[config.mk]
export PLATFORM = sky130hd
export DESIGN_NAME = ps2_key_encoder
export DESIGN_NICKNAME = d
export VERILOG_FILES = /design/src/rtl/ps2_key_encoder.sv
export SDC_FILE = /design/constraint.sdc
export NUM_CORES = 1
export LEC_CHECK = 0
export CELL_PAD_IN_SITES_DETAIL_PLACEMENT = 0
export CELL_PAD_IN_SITES_GLOBAL_PLACEMENT = 2
export CORE_MARGIN = 3
export CORE_UTILIZATION = 41
export DETAILED_ROUTE_END_ITERATION = 7
export PLACE_DENSITY_LB_ADDON = 0.05
export SLEW_MARGIN = 20
export SYNTH_ARGS = -nofsm -noshare
export SYNTH_HDL_FRONTEND = slang
export SYNTH_SLANG_ARGS = --single-unit
[constraint.sdc]
create_clock -name CLOCK_50 -period 6.3 [get_ports CLOCK_50]
set_input_delay 1.26 -clock CLOCK_50 [delete_from_list [all_inputs] [get_ports CLOCK_50]]
set_output_delay 1.26 -clock CLOCK_50 [all_outputs]
set_load 0.01 [all_outputs]
[src/rtl/ps2_key_encoder.sv]
// PS/2 set-2 keyboard receiver and make-code translator for the ALU keypad path.
// Optional: define TYPEMATIC_FILTER_EN to suppress auto-repeat until the key's release.
module ps2_key_encoder #(
    parameter int FILTER_LEN     = 8,
    parameter int TIMEOUT_CYCLES = 50000,
    parameter int VALID_CYCLES   = 4
) (
    input  logic       CLOCK_50,
    input  logic       reset_n,
    input  logic       PS2_CLK,
    input  logic       PS2_DAT,
    output logic [7:0] data,
    output logic       validate,
    output logic [7:0] raw_code,
    output logic       frame_err,
    output logic [3:0] debug_state
);

    localparam int FW = $clog2(FILTER_LEN + 1);
    localparam int TW = $clog2(TIMEOUT_CYCLES + 1);
    localparam int VW = $clog2(VALID_CYCLES + 1);

    typedef enum logic [1:0] {S_IDLE, S_DATA, S_PARITY, S_STOP} rx_state_t;

    rx_state_t     state;
    logic [1:0]    clk_sync;
    logic [1:0]    dat_sync;
    logic          clk_filt;
    logic [FW-1:0] filt_cnt;
    logic          fall;
    logic          bit_val;
    logic [7:0]    shift;
    logic [2:0]    bit_cnt;
    logic          par_ok;
    logic [TW-1:0] to_cnt;
    logic          rx_done;
    logic          ext_flag;
    logic          brk_flag;
    logic [VW-1:0] v_cnt;
    logic [8:0]    xlat;
    logic          repeat_hit;

    assign debug_state = {ext_flag, brk_flag, state};

    // Synchronizers idle high so release from reset never fakes a falling edge.
    always_ff @(posedge CLOCK_50 or negedge reset_n) begin
        if (!reset_n) begin
            clk_sync <= 2'b11;
            dat_sync <= 2'b11;
        end else begin
            clk_sync <= {clk_sync[0], PS2_CLK};
            dat_sync <= {dat_sync[0], PS2_DAT};
        end
    end

    // The data bit is captured at the moment the filtered clock falls.
    always_ff @(posedge CLOCK_50 or negedge reset_n) begin
        if (!reset_n) begin
            clk_filt <= 1'b1;
            filt_cnt <= '0;
            fall     <= 1'b0;
            bit_val  <= 1'b0;
        end else begin
            fall <= 1'b0;
            if (clk_sync[1] == clk_filt) begin
                filt_cnt <= '0;
            end else if (filt_cnt == FW'(FILTER_LEN - 1)) begin
                clk_filt <= clk_sync[1];
                filt_cnt <= '0;
                if (!clk_sync[1]) begin
                    fall    <= 1'b1;
                    bit_val <= dat_sync[1];
                end
            end else begin
                filt_cnt <= filt_cnt + 1'b1;
            end
        end
    end

    always_ff @(posedge CLOCK_50 or negedge reset_n) begin
        if (!reset_n) begin
            state     <= S_IDLE;
            shift     <= '0;
            bit_cnt   <= '0;
            par_ok    <= 1'b0;
            to_cnt    <= '0;
            rx_done   <= 1'b0;
            raw_code  <= '0;
            frame_err <= 1'b0;
        end else begin
            rx_done   <= 1'b0;
            frame_err <= 1'b0;
            if (fall) begin
                // An edge always beats a coincident timeout.
                to_cnt <= '0;
                case (state)
                    S_IDLE: begin
                        if (!bit_val) begin
                            state   <= S_DATA;
                            bit_cnt <= '0;
                        end
                    end
                    S_DATA: begin
                        shift   <= {bit_val, shift[7:1]};
                        bit_cnt <= bit_cnt + 1'b1;
                        if (bit_cnt == 3'd7) state <= S_PARITY;
                    end
                    S_PARITY: begin
                        par_ok <= ^{shift, bit_val};
                        state  <= S_STOP;
                    end
                    S_STOP: begin
                        state <= S_IDLE;
                        if (bit_val && par_ok) begin
                            raw_code <= shift;
                            rx_done  <= 1'b1;
                        end else begin
                            frame_err <= 1'b1;
                        end
                    end
                    default: state <= S_IDLE;
                endcase
            end else if (state == S_IDLE) begin
                to_cnt <= '0;
            end else if (to_cnt == TW'(TIMEOUT_CYCLES - 1)) begin
                state     <= S_IDLE;
                to_cnt    <= '0;
                frame_err <= 1'b1;
            end else begin
                to_cnt <= to_cnt + 1'b1;
            end
        end
    end

    function automatic logic [8:0] translate(input logic [7:0] code);
        case (code)
            8'h45:   return {1'b1, 8'd0};
            8'h16:   return {1'b1, 8'd1};
            8'h1E:   return {1'b1, 8'd2};
            8'h26:   return {1'b1, 8'd3};
            8'h25:   return {1'b1, 8'd4};
            8'h2E:   return {1'b1, 8'd5};
            8'h36:   return {1'b1, 8'd6};
            8'h3D:   return {1'b1, 8'd7};
            8'h3E:   return {1'b1, 8'd8};
            8'h46:   return {1'b1, 8'd9};
            8'h44:   return {1'b1, 8'd18};
            8'h1C:   return {1'b1, 8'd15};
            8'h32:   return {1'b1, 8'd19};
            8'h21:   return {1'b1, 8'd16};
            8'h1B:   return {1'b1, 8'd12};
            8'h79:   return {1'b1, 8'd26};
            8'h7B:   return {1'b1, 8'd30};
            default: return {1'b0, 8'd0};
        endcase
    endfunction

    assign xlat = translate(raw_code);

`ifdef TYPEMATIC_FILTER_EN
    logic [7:0] last_make;
    logic       last_vld;
    assign repeat_hit = last_vld && (last_make == raw_code);
`else
    assign repeat_hit = 1'b0;
`endif

    // Handshake: data changes only in the cycle validate rises, validate stays
    // high VALID_CYCLES cycles, and the consumer latches data on its falling edge.
    always_ff @(posedge CLOCK_50 or negedge reset_n) begin
        if (!reset_n) begin
            data     <= 8'hFF;
            validate <= 1'b0;
            v_cnt    <= '0;
            ext_flag <= 1'b0;
            brk_flag <= 1'b0;
`ifdef TYPEMATIC_FILTER_EN
            last_make <= '0;
            last_vld  <= 1'b0;
`endif
        end else begin
            if (validate) begin
                if (v_cnt == '0) validate <= 1'b0;
                else             v_cnt    <= v_cnt - 1'b1;
            end
            if (rx_done) begin
                if (raw_code == 8'hE0) begin
                    ext_flag <= 1'b1;
                end else if (raw_code == 8'hF0) begin
                    brk_flag <= 1'b1;
                end else if (brk_flag) begin
                    brk_flag <= 1'b0;
                    ext_flag <= 1'b0;
`ifdef TYPEMATIC_FILTER_EN
                    if (repeat_hit) last_vld <= 1'b0;
`endif
                end else begin
                    ext_flag <= 1'b0;
                    // Overlap with a live pulse can only come from corruption: drop it.
                    if (xlat[8] && !validate && !repeat_hit) begin
                        data     <= xlat[7:0];
                        validate <= 1'b1;
                        v_cnt    <= VW'(VALID_CYCLES - 1);
`ifdef TYPEMATIC_FILTER_EN
                        last_make <= raw_code;
                        last_vld  <= 1'b1;
`endif
                    end
                end
            end
        end
    end

endmodule
* Word-level counts from Yosys, hierarchy flattened
Cells that the tools add are included.
Operators by class: add/sub/neg operators 4, equal/unequal tests 30, mux-type cells 42, bitwise operators 5, reduce and logical (&&, ||, !) cells 18
Operator list (number):
- $pmux W9 S17 | 1
- $eq A8 B6 Y1 const B | 8
- $mux W16 | 3
- $eq A8 B7 Y1 const B | 5
- $eq A8 B5 Y1 const B | 4
- $mux W3 | 8
- $mux W1 | 21
- $add A16 B1 Y16 const B | 1
- $eq A16 B16 Y1 const B | 1
- $eq A8 B8 Y1 const B | 2
- $mux W2 | 5
- $reduce_and A2 Y1 | 5
- $reduce_and A3 Y1 | 3
- $reduce_xor A9 Y1 | 1
- $mux W4 | 2
- $pmux W2 S4 | 1
- $ne A2 B2 Y1 const B | 3
- $pmux W3 S2 | 1
- $not A1 Y1 | 5
- $reduce_and A5 Y1 | 1
- $add A4 B1 Y4 const B | 1
- $eq A2 B2 Y1 const B | 2
- $eq A4 B3 Y1 const B | 1
- $reduce_and A4 Y1 | 1
- 11 further kinds | 13
Storage, ports and cells: bits in registers 65, bits of input ports 4, output and inout port bits 22, word-level logic and storage cells 118

* Longest topological paths before layout
Gate-level depths: netlist (run 1).
depth in word-level cells 8, mapped depth 6, depth with buffers taken out 6

* Worst setup path after synthesis (run 1)
OpenSTA, ideal clock, no wires.
kind reg-to-reg, start reg raw_code[3], end reg data[0], arrival time 2.002 ns, data required time 6.218 ns, path slack 4.216 ns, stages on the path, launching flop included 6, buffers on the path 0, clock period less this slack 2.084 ns, cell sequence dfrtp_1 -> xnor2_1 -> mux2_4 -> and4_4 -> o41ai_4 -> mux2_4
Between the ends: word-level cells in the longest chain between the ends 4
Ends and longest elaborated chain:
- start: declaration | RTL line 14 | output logic [7:0] raw_code,
- start signal: assignment | RTL line 115 | raw_code <= shift;
- $eq A8 B7 Y1 (tied with other cells) | RTL line 136 | case (code)
- $pmux W9 S17 | RTL line 136
- $logic_and A1 B1 Y1 | RTL line 200 | if (xlat[8] && !validate && !repeat_hit) begin
- $reduce_and A5 Y1 (no line)
- end signal: assignment | RTL line 201 | data <= xlat[7:0];
- end: declaration | RTL line 12 | output logic [7:0] data,
Parallel ways exist; a longest one is shown, timed or not. A chain may end at the register's enable or synchronous reset.

* Worst setup path after layout (run 1)
start reg raw_code[5], end out raw_code[5]
No word-level cell between the ends.

==> results of run 1 <==
cell families (layout without fill, tap and decap cells):
family,after synthesis,in the layout
muxes,14,14
xor gates and xnor gates,27,27
AOI/OAI and AO/OA,35,35
buffers and inverters,28,56
DFF,63,63
and+or+nand+nor,135,135
adders and majority gates,11,11
layout by cell type, fill, tap and decap left out, types with 3 or more instances in the layout:
cell type	Yosys	layout
nor2b_1	4	4
xor2_1	8	8
nor3_1	11	11
nor2_1	27	27
dfstp_2	11	11
xnor2_1	19	19
or3_1	3	3
clkbuf_8	0	10
a21oi_1	4	4
and3_1	6	6
nand3_1	12	12
dfrtp_1	52	52
ha_1	11	11
mux2_2	9	9
clkdlybuf4s50_1	0	24
inv_1	14	14
o31ai_1	4	4
o21ai_0	8	8
nand4_1	5	5
nor4bb_1	5	5
mux2_4	3	3
nand2_1	44	44
nand3b_1	6	6
report_power, final:
part / total, W / switching (W) / internal [W]
Sequential: 0.000425 / 0.00000792 / 0.000417
Clock: 0.000392 / 0.000158 / 0.000234
Combinational: 0.0000434 / 0.0000273 / 0.0000161
synth_stat cells, types with 2 or more instances:
cell / n
a21oi_1: 4
a32o_1: 2
and3_1: 6
buf_2: 7
buf_4: 4
clkbuf_1: 3
dfrtp_1: 52
dfstp_2: 11
ha_1: 11
inv_1: 14
mux2_2: 9
mux2_4: 3
mux2i_1: 2
nand2_1: 44
nand2b_1: 2
nand3_1: 12
nand3b_1: 6
nand4_1: 5
nor2_1: 27
nor2b_1: 4
nor3_1: 11
nor4_1: 2
nor4bb_1: 5
o211ai_1: 2
o21ai_0: 8
o22ai_1: 2
o31ai_1: 4
o41ai_1: 2
or3_1: 3
xnor2_1: 19
xor2_1: 8
worst reg2reg max path: cells and delay by family, from the launching register on:
family,cells,cell delay (ns)
multiplexers,2,0.67
flip-flops,1,0.64
AO/OA/AOI/OAI,1,0.61
XOR/XNOR,1,0.20
AND/OR/NAND/NOR,1,0.20
routing by layer:
metal | global-route usage | share of wire | up-vias | routed length, microns
met4 | 0.05889 | 0.014 | 0 | 89
met1 | 0.2114 | 0.49 | 1087 | 3041
met3 | 0.04064 | 0.035 | 9 | 214
li1 | - | - | 1134 | -
met2 | 0.2364 | 0.46 | 33 | 2807
met5 | 0 | 0 | - | 0
sequential cells by signal (all words and copies together), names as in the netlist:
name / flops
brk_flag: 1
filt_cnt: 4
state: 2
raw_code: 8
fall: 1
v_cnt: 3
dat_sync: 2
clk_sync: 2
to_cnt: 16
ext_flag: 1
bit_val: 1
bit_cnt: 3
validate: 1
shift: 8
data: 6
frame_err: 1
par_ok: 1
rx_done: 1
clk_filt: 1
final cells by class:
| cell class | count | area share |
|---|---|---|
| Tap cell | 99 | 0.03319 |
| Sequential cell | 63 | 0.4261 |
| Clock buffer | 11 | 0.03788 |
| Multi-Input combinational cell | 222 | 0.3993 |
| Inverter | 14 | 0.01408 |
| Timing Repair Buffer | 26 | 0.06772 |
| Clock inverter | 5 | 0.02179 |
worst max-delay path by stage:
stage                  end  slack (ns)  depth (start not counted)
3_5_place_dp   raw_code[5]        3.78                          1
3_3_place_gp   raw_code[3]        3.80                          1
5_1_grt        raw_code[3]        3.33                          1
4_1_cts        raw_code[5]        3.41                          1
2_1_floorplan      data[0]        4.22                          5
6_report       raw_code[5]        3.43                          1
through the flow:
stage                     area [sq um]   power, W  setup WS, ns  utilization
after CTS                         3732  0.0008745         3.413       0.5038
final                             3732  0.0008607         3.432       0.5038
after global placement            3510  0.0004764         3.801       0.4737
after floorplan                   3209  0.0004566         4.216            -
after detailed placement          3510  0.0004774         3.779       0.4737
after global routing              3732  0.0008991         3.333       0.5038
==> impl_metrics.tcl, run 1 <==
set metrics [dict create \
    diodes 0 \
    cts_resized 0 \
    synthAdderAreaFrac 0.04288 \
    cts_buffers 9 \
    grt_pass1_wl_mm 10.65 \
    drc 0 \
    dp.cells 424 \
    final_cells 440 \
    core_area_sq_mm 0.007408 \
    start_kind "register" \
    critical_path.cell_chain "clkdlybuf4s50_1" \
    worstReg2RegStart "raw_code[3]" \
    ys.warnings.count 0 \
    worst_hold_slack_ns 0.3564 \
    ys_dominant_reg_cell "dfrtp_1" \
    synth_area_sq_mm 0.003209 \
    crit_required_ns 5.04 \
    n_fill_cell 666 \
    drt-initial-drc-count 51 \
    clock_sinks 63 \
    syn-instance-count 313 \
    yosys.area.top_type_share 0.4055 \
    antenna_found_initial 0 \
    drive_gt1_frac 0.1290 \
    path_buf_inv 1 \
    syn_avg_cell_area_sq_um 10.25 \
    antenna_left 0 \
    die_area_sq_mm 0.008926 \
    synth-compound-area-share 0.08343 \
    seq_area_sq_mm 0.001590 \
    finalCriticalPeriod_ns 2.868 \
    cts_setup_buffers 0 \
    r2r_end "data[1]" \
    critPathSlowestCell "dfrtp_1" \
    hold_viol 0 \
    yosys.area_share.xor_xnor 0.07368 \
    p_leak_nw 1.637 \
    start_util 0.4332 \
    max_freq_mhz 348.7 \
    cts_root_buffer "clkbuf_8" \
    io_buffers 25 \
    hold-path-cell-count 0 \
    power_density_mw_per_mm2 230.6 \
    yosys.area.top_type "dfrtp_1" \
    fin_nets 351 \
    synth-simple-area-share 0.2125 \
    slew_viol_final 0 \
    worst_pin_slew_ns 0.7682 \
    syn_nets 328 \
    grt_pass1_vias 2190 \
    skew_ns 0.01884 \
    ioPinCount 26 \
    multiInputGateArea_sq_mm 0.001490 \
    synth_edf_count 0 \
    async_reset_ff_frac 1.000 \
    crit_type "register to output pin" \
    synthDistinctLibCells 50 \
    hpwlAfterDp_mm 4.185 \
    cp-end-kind "output pin" \
    peakVddDrop_v 0.0001140 \
    hp-class "register to register" \
    die_w_microns 94.48 \
    clkTransAtPathRegs_ns 0.07 \
    crit_arrival_ns 1.61 \
    dr.pass1.iters 4 \
    ys_ff_latch 63 \
    period_share 0.4552 \
    htreeDepth 3 \
    whs_endpoint "dat_sync[1]" \
    grt_max_degree 64 \
    cts_buffer_depth 2 \
    holdBufCountCts 0 \
    slowest_delay_ns 0.65 \
    reg2regPathDepth 5 \
    synth_top_family_by_area "simple AND/OR/NAND/NOR gates" \
    outcome "finished, final reports clean" \
    reg2reg_setup_slack_ns 3.92 \
    vias_per_cell 5.143 \
    critPathTopFamily "flip-flops" \
    relSlewSlack 0.4812 \
    synth.area.mux_share 0.05185 \
    wl_mm 6.154 \
    rsz0062_at_grt "false" \
    place_congestion 0.8209 \
    area_delta_synth_final_pct 16.30 \
    cap_violations 0 \
    grt-ovfl-total 0 \
    worstHoldStart "dat_sync[0]" \
    finalSetupTns_ns 0 \
    crit_fanout 16 \
    vias 2263 \
    grt_usage 0.1549 \
    die_y_microns 94.48 \
    setup.worst_path.start "raw_code[5]" \
    cts_tree "yes" \
    fp-row-count 31 \
    setup_viol_count_final 0 \
    yosysSeqAreaShare 0.4955 \
    synth_area_leaders "dfrtp_1 41%, dfstp_2 9.0%, xnor2_1 5.2%" \
    post_drt_wl_per_cell_microns 13.99 \
    clock_latency_ns 0.34 \
]
(Power assumes the default switching activity.)
==> run 2: changes to the inputs <==
CORE_UTILIZATION = 38   (was 41)
clock period = 2.8 ns   (was 6.3 ns; I/O delays follow)
==> run 2 against run 1 <==
Against the previous run: highest routed layer unchanged; clock skew shrank 0.010 ns; critical endpoint is now data[0]; largest cell class unchanged; final cell count grew 1.8%; die area grew 7.4%; core utilization shrank 3.2 points; register-to-register slack lost 3.5 ns; critical path type is now register to register; count of clock-buffer cells in the layout grew 2.
==> impl_metrics.tcl, run 2 (same netlist as run 1, synthesis figures left out) <==
set metrics [dict create \
    outcome "finished, final reports clean" \
    diodes 0 \
    slowest_delay_ns 0.64 \
    path_buf_inv 0 \
    grt_max_degree 39 \
    hp-class "register to register" \
    cts_resized 0 \
    cp-end-kind "register" \
    mostFrequentLayoutCells "52 x dfrtp_1, 44 x nand2_1, 27 x nor2_1" \
    busiest_layer "met2" \
    antenna_found_initial 0 \
    antenna_left 0 \
    place_congestion 0.8130 \
    crit_type "register to register" \
    post_drt_wl_per_cell_microns 14.11 \
    slew_viol_final 0 \
    relSlewSlack 0.5227 \
    clkPwrFrac 0.436 \
    core_area_sq_mm 0.007968 \
    die_y_microns 97.90 \
    power_density_mw_per_mm2 498.2 \
    grt-ovfl-total 0 \
    top_register "to_cnt" \
    grt_pass1_vias 2359 \
    seqPwrFrac 0.511 \
    io_buffers 25 \
    critical_path.cell_chain "xnor2_1 -> mux2_4 -> and4_4 -> o41ai_4 -> mux2_4" \
    combPwrFrac 0.053 \
    wl_mm 6.321 \
    largest_reg_flops 16 \
    dp.cells 431 \
    dr.pass1.iters 4 \
    p_leak_nw 1.662 \
    finalCriticalPeriod_ns 2.382 \
    period_share 0.8507 \
    cts_buffer_depth 2 \
    die_w_microns 97.90 \
    crit_required_ns 3.06 \
    fp-row-count 32 \
    worst_pin_slew_ns 0.7104 \
    peakVddDrop_v 0.0003426 \
    vias 2253 \
    clock_latency_ns 0.33 \
    cts_buffers 9 \
    drive_gt1_frac 0.1387 \
    grt_pass1_wl_mm 11.46 \
    cts_tree "yes" \
    grt_usage 0.1465 \
    area_delta_synth_final_pct 17.23 \
    ioPinCount 26 \
    final_cells 448 \
    clock_sinks 63 \
    drt-initial-drc-count 66 \
    rsz0062_at_grt "false" \
    mostFrequentLayoutCell "dfrtp_1" \
    cap_violations 0 \
    clkTransAtPathRegs_ns 0.07 \
    reg_top3 "to_cnt (16), raw_code (8), shift (8)" \
    crit_fanout 15 \
    start_util 0.4028 \
    htreeDepth 3 \
    p_sw_frac 0.2220 \
    setup_viol_count_final 0 \
    start_kind "register" \
    crit_arrival_ns 2.64 \
    fin_nets 356 \
    drc 0 \
    die_area_sq_mm 0.009584 \
    intPower_w 0.001458 \
    critPathTopFamily "multiplexers" \
    crit_top_cell "mux2_4" \
    max_freq_mhz 419.8 \
    cts_root_buffer "clkbuf_8" \
    gr-usage-met3 0.03857 \
    power_switching_w 0.0004161 \
    met1_usage 0.1933 \
    hold_viol 0 \
    use_met2 0.2351 \
    critPathSlowestCell "dfrtp_1" \
    vias_per_cell 5.029 \
    hpwlAfterDp_mm 4.447 \
    finalSetupTns_ns 0 \
    skew_ns 0.008438 \
]
==> run 2: per-stage QoR <==
step	hold WS, ns	area (sq um)	total power (W)	utilization	setup slack [ns]
2_1_floorplan	0.2644	3209	0.001027	-	0.7156
3_3_place_gp	0.3476	3543	0.001074	0.4447	0.4384
3_5_place_dp	0.3468	3543	0.001075	0.4447	0.3968
4_1_cts	0.3572	3762	0.001913	0.4722	0.3936
5_1_grt	0.3583	3762	0.001971	0.4722	0.3074
6_report	0.3562	3762	0.001874	0.4722	0.4179
==> run 2: final cells by class <==
class / count / area (sq um)
Sequential cell: 63 / 1590
Tap cell: 102 / 127.6
Clock inverter: 3 / 40.04
Timing Repair Buffer: 31 / 292.8
Fill cell: 780 / 4205
Multi-Input combinational cell: 222 / 1490
Clock buffer: 13 / 168.9
Inverter: 14 / 52.55
==> run 2: power by group through the flow <==
stage | registers, W | clock network, W | logic [W]
detailed placement | 0.000973 | 0 | 0.000102
global placement | 0.000974 | 0 | 0.000100
CTS | 0.000957 | 0.000853 | 0.000103
floorplan | 0.000970 | 0 | 0.0000570
global route | 0.000961 | 0.000892 | 0.000118
finish | 0.000957 | 0.000818 | 0.0000995
==> run 2: worst reg2reg max path: stages (launching register included) <==
cell,delay [ns]
dfrtp_1,0.64
xnor2_1,0.20
mux2_4,0.32
and4_4,0.20
o41ai_4,0.62
mux2_4,0.35
==> run 2: timing repair <==
action	4_1_cts	5_1_grt
hold endpoints to repair	2	0
hold buffers	1	0
buffers inserted	0	0
==> run 2: layer usage <==
metal	vias up	part of all wire
met3	7	0.036
met5	-	0
met4	0	0.014
met2	36	0.47
met1	1069	0.48
li1	1141	-
==> run 2: final timing paths <==
| check | start | endpoint | slack [ns] | cells after the start |
|---|---|---|---|---|
| worst max-delay path | raw_code[4] | data[0] | 0.42 | 5 |
| worst min-delay path | dat_sync[0] | dat_sync[1] | 0.36 | 0 |
| worst max register to register | raw_code[4] | data[0] | 0.42 | 5 |
| worst min register to register | dat_sync[0] | dat_sync[1] | 0.36 | 0 |
| max in group asynchronous | reset_n | data[2] | 1.57 | 3 |
| min in group asynchronous | reset_n | raw_code[2] | 0.55 | 2 |
